`src/rtl/universal_shift_reg.sv`:
```
// universal_shift_reg: parallel-load / shift / rotate register with a counted auto-shift sequencer
module universal_shift_reg #(
   parameter int WIDTH = 8,
   parameter int CNT_W = $clog2(WIDTH + 1)
) (
   input  logic             clk,
   input  logic             reset,
   input  logic             en,
   input  logic [2:0]       mode,
   input  logic [WIDTH-1:0] d,
   input  logic             ser_in,
   input  logic             start,
   input  logic [CNT_W-1:0] shamt,
   output logic [WIDTH-1:0] q,
   output logic [WIDTH-1:0] q_bar,
   output logic             ser_out,
   output logic             busy,
   output logic             done
);
   typedef enum logic [1:0] {IDLE, SHIFT, DONE} state_t;
   localparam logic [2:0] M_HOLD = 3'd0, M_LOAD = 3'd1, M_SHL = 3'd2, M_SHR = 3'd3,
                          M_ROL = 3'd4, M_ROR = 3'd5, M_ASR = 3'd6, M_CLR = 3'd7;
   state_t           state_q;
   logic [WIDTH-1:0] q_q, q_d;
   logic             ser_q, ser_d, busy_q, done_q, auto_ok;
   logic [2:0]       mode_q, op;
   logic [CNT_W-1:0] cnt_q, amt_d;
   assign q       = q_q;
   assign q_bar   = ~q_q;
   assign ser_out = ser_q;
   assign busy    = busy_q;
   assign done    = done_q;
   assign amt_d   = (shamt > CNT_W'(WIDTH)) ? CNT_W'(WIDTH) : shamt;
   assign auto_ok = start && (mode >= M_SHL) && (mode <= M_ASR);
   // One shift/rotate step of the active operation: latched mode while sequencing, live mode otherwise
   always_comb begin
      op    = (state_q == SHIFT) ? mode_q : mode;
      q_d   = q_q;
      ser_d = ser_q;
      case (op)
         M_SHL: begin q_d = {q_q[WIDTH-2:0], ser_in};       ser_d = q_q[WIDTH-1]; end
         M_SHR: begin q_d = {ser_in, q_q[WIDTH-1:1]};       ser_d = q_q[0];       end
         M_ROL: begin q_d = {q_q[WIDTH-2:0], q_q[WIDTH-1]}; ser_d = q_q[WIDTH-1]; end
         M_ROR: begin q_d = {q_q[0], q_q[WIDTH-1:1]};       ser_d = q_q[0];       end
         M_ASR: begin q_d = {q_q[WIDTH-1], q_q[WIDTH-1:1]}; ser_d = q_q[0];       end
         default: ;
      endcase
   end
   // Sequencer FSM and register; start outranks en, and DONE always falls back to IDLE
   always_ff @(posedge clk or negedge reset) begin
      if (!reset) begin
         state_q <= IDLE;
         q_q     <= '0;
         ser_q   <= 1'b0;
         mode_q  <= M_HOLD;
         cnt_q   <= '0;
         busy_q  <= 1'b0;
         done_q  <= 1'b0;
      end else begin
         case (state_q)
            IDLE: begin
               if (auto_ok) begin
                  mode_q  <= mode;
                  cnt_q   <= amt_d;
                  state_q <= (amt_d == '0) ? DONE : SHIFT;
                  busy_q  <= (amt_d != '0);
                  done_q  <= (amt_d == '0);
               end else if (en) begin
                  if (mode == M_LOAD) q_q <= d;
                  else if (mode == M_CLR) q_q <= '0;
                  else if (mode != M_HOLD) begin
                     q_q   <= q_d;
                     ser_q <= ser_d;
                  end
               end
            end
            SHIFT: begin
               q_q   <= q_d;
               ser_q <= ser_d;
               cnt_q <= cnt_q - CNT_W'(1);
               if (cnt_q == CNT_W'(1)) begin
                  state_q <= DONE;
                  busy_q  <= 1'b0;
                  done_q  <= 1'b1;
               end
            end
            default: begin
               done_q  <= 1'b0;
               state_q <= IDLE;
            end
         endcase
      end
   end
endmodule

```
`config.mk`:
```
export PLATFORM = sky130hd
export DESIGN_NAME = universal_shift_reg
export DESIGN_NICKNAME = d
export VERILOG_FILES = /design/src/rtl/universal_shift_reg.sv
export SDC_FILE = /design/constraint.sdc
export NUM_CORES = 1
export LEC_CHECK = 0
export CORE_UTILIZATION = 42
export DETAILED_ROUTE_END_ITERATION = 7
export GPL_ROUTABILITY_DRIVEN = 0
export HOLD_SLACK_MARGIN = 0.15
export PLACE_DENSITY = 0.81
export SLEW_MARGIN = 5
export SYNTH_ARGS = -nofsm -noshare
export SYNTH_HDL_FRONTEND = slang
export SYNTH_SLANG_ARGS = --single-unit
```
`constraint.sdc`:
```
create_clock -name clk -period 1.75 [get_ports clk]
set_clock_uncertainty 0.05 [all_clocks]
set_input_delay 0.525 -clock clk [delete_from_list [all_inputs] [get_ports clk]]
set_output_delay 0.525 -clock clk [all_outputs]
set_load 0.02 [all_outputs]
```
==> impl_metrics.yaml <==
worst_setup_path:
  r2r-end: "q[4]$_DFFE_PN0P_"
  cp_max_fo: 9
  r2r_cells: 5
  cp.required_ps: 1900
  crit_slowest_cell: "dfrtp_1"
  criticalPathCategory: "reg2reg"
  crit_arrival_ps: 1930
  r2r_start: "state_q[1]$_DFFE_PN0P_"
  crit_family: "compound AO/OA/AOI/OAI gates"
  crit_chain: "nand2b_2 -> a221o_1 -> and3_4 -> a222oi_1 -> o2bb2ai_1"
  end_kind: "flop"
  slowest_delay_ps: 440
  cp_num_buf_inv: 0
  crit_path_start_kind: "flop"
  r2r_slack_ps: -30
min_path:
  hold_path_depth: 1
  hold_end: "ser_out$_DFFE_PN0P_"
  hold_class: "reg2reg"
  min_from: "ser_out$_DFFE_PN0P_"
global_routing:
  grt_start_max_net_pins: 20
  grt.total_usage_pct: 26.43
  grt_pass1_vias: 1422
  grt_pass1_wl_mm: 6.651
  grt-ovfl-total: 0
  antenna_found_initial: 0
floorplan:
  die-area_mm2: 0.003198
  row_count: 19
  die_w_um: 56.56
  io_pins: 39
  initial_core_util_pct: 44.94
  fp.dieH_um: 56.56
  core_region_area_mm2: 0.002781
logic_synthesis:
  syn_inst: 130
  ys.flop_type: "dfrtp_1"
  ys_seq_area_share_pct: 38.04
  ys_async_sr_fraction_pct: 100.0
  synth.distinct_cells: 46
  synth.top_cells.by_area: "dfrtp_1, a222oi_1, o2bb2ai_1"
  synth_fp_nets: 152
  netlist_area_mm2: 0.001250
  yosys.area.top_type: "dfrtp_1"
  ys_warn_count: 0
  syn_avg_cell_area_um2: 9.615
  synth_most_common_cell: "dfrtp_1"
  synth_common_cells: "dfrtp_1, inv_1, nand2_1, nor2_1, o21ai_0"
  yosysTopAreaCellShare_pct: 38.04
  ys_ff_latch: 19
  synth_edf_count: 0
layout:
  drive_above_1_share_pct: 34.98
  diodes: 0
  layout.nets: 226
  regArea_um2: 476.7
  syn2layout_area_growth_pct: 58.96
  fin_util_pct: 71.44
  instances_no_fill: 234
  fill_cells: 222
  multiInputGateArea_um2: 759.5
clock_tree:
  cts_buffer_depth: 2
  cts.reportedPaths.clkPinSlew_ps: 120
  htree_num_levels: 1
  cts.sinks: 19
  cts_tree: "done"
  cts_root_buffer: "clkbuf_4"
  numCtsBuffers: 3
  clkLatencyLatePin_ps: 300
detailed_routing:
  wl_mm: 3.987
  drc: 0
  antenna_left: 0
  wl_per_cell_um: 17.04
  drtIter0Drc: 118
  first_pass_iters: 4
  vias_per_cell: 5.880
  vias: 1376
timing:
  setup_viol: 6
  slew_viol_final: 0
  setup_slack_ps: -31.29
  min_period_over_period_pct: 101.8
  worst_hold_slack_ps: 461.8
  rsz0062_at_grt: "yes"
  worst_slew_pin_slew_ps: 343.9
  relSlewSlack_pct: 77.08
  period_minus_slack_ps: 1781
  max_freq_ghz: 0.5614
  hold_viol: 0
placement:
  hpwl_mm: 2.950
  port_buffers: 38
  dpl.cell_count: 226
  dp_slack_ps: -722.1
pwr:
  p_leak_nw: 0.8860
  peakVddDrop_v: 0.001327
  power_density_mw_per_mm2: 1805
run:
  maxCapViolations: 0
outcome:
  violations: "negative setup slack"
  status: "complete, but fails checks"
## per-layer routing
metal / share of wire [%] / GRT usage [%] / routed length (um)
met1: 42 / 33.73 / 1672
met2: 51 / 45.21 / 2037
met3: 4.5 / 2.995 / 180
met4: 2.4 / 10.80 / 97
met5: 0 / 0 / 0
## power by group
part	switching, mW	total [mW]	internal [mW]
clock network	0.143	0.228	0.0853
registers	0.211	0.852	0.641
logic	1.23	2.51	1.28
## placed cells by master (no fill, tap or decap), types with 3 or more instances in the layout
cell             instances
nand2_1                  8
a222oi_1                 6
buf_4                   37
o2bb2ai_1                5
nand3_1                  4
o22a_1                   4
clkdlybuf4s15_1          5
inv_1                   10
o21ai_0                  4
nor2_1                   7
dlygate4sd2_1           12
clkbuf_4                 3
clkdlybuf4s50_1         15
buf_6                    3
clkbuf_2                 4
dfrtp_1                 18
## registers in the layout (all words and copies together), names as in the netlist
signal and flops:
busy 1, cnt_q 4, mode_q 3, q 8, ser_out 1, state_q 2
## metrics by stage
stage	setup TNS, ps	power (mW)	area [um2]
finish	-131.7	3.586	1987
global route	-787.8	3.837	1987
CTS	-16.75	3.441	1958
detailed placement	-9893	3.132	1881
global placement	-8962	3.025	1881
floorplan	-3609	2.119	1260
## worst max path at each step
| stage | to | depth (start not counted) | from | slack [ps] |
|---|---|---|---|---|
| after floorplan | q[1]$_DFFE_PN0P_ | 9 | mode[2] | -430 |
| final | q[4]$_DFFE_PN0P_ | 5 | state_q[1]$_DFFE_PN0P_ | -30 |
| after global routing | q[4]$_DFFE_PN0P_ | 5 | mode_q[1]$_DFFE_PN0P_ | -160 |
| after global placement | q[1]$_DFFE_PN0P_ | 6 | mode[1] | -650 |
| after detailed placement | q[1]$_DFFE_PN0P_ | 6 | mode[1] | -720 |
| after CTS | q[4]$_DFFE_PN0P_ | 5 | mode_q[1]$_DFFE_PN0P_ | -10 |
## worst reg2reg max path, stage by stage (launching register included)
cell and delay (ps):
dfrtp_1 440, nand2b_2 230, a221o_1 310, and3_4 200, a222oi_1 350, o2bb2ai_1 100
## area by class of cell
cell class | instances | area share [%]
multi-input cells | 92 | 38.22
repair buffers | 78 | 32.56
flip-flops and latches | 19 | 23.99
well taps | 31 | 1.952
inverters | 10 | 1.889
clock buffers | 3 | 1.133
clock inverters | 1 | 0.2519
## logic make-up after synthesis
logic type / after synthesis / share of synthesized area (%)
XOR/XNOR: 3 / 2.102
adder cells (fa/ha/maj): 2 / 2.002
multiplexers: 2 / 1.702
flip-flops: 19 / 38.04
AND/OR/NAND/NOR: 42 / 19.62
buffers and inverters: 19 / 7.707
AO/OA/AOI/OAI: 43 / 28.83
## timing repair
| action | 4_1_cts | 5_1_grt |
|---|---|---|
| gates resized for setup | 48 | 18 |
| cloned | 0 | 0 |
| hold buffers | 0 | 0 |
| buffers inserted | 3 | 1 |
| endpoints found under the setup margin | 34 | 17 |
| hold endpoints to repair | 0 | 0 |
| pin swaps | 11 | 11 |
No activity file was read; power rests on OpenSTA's default activity.
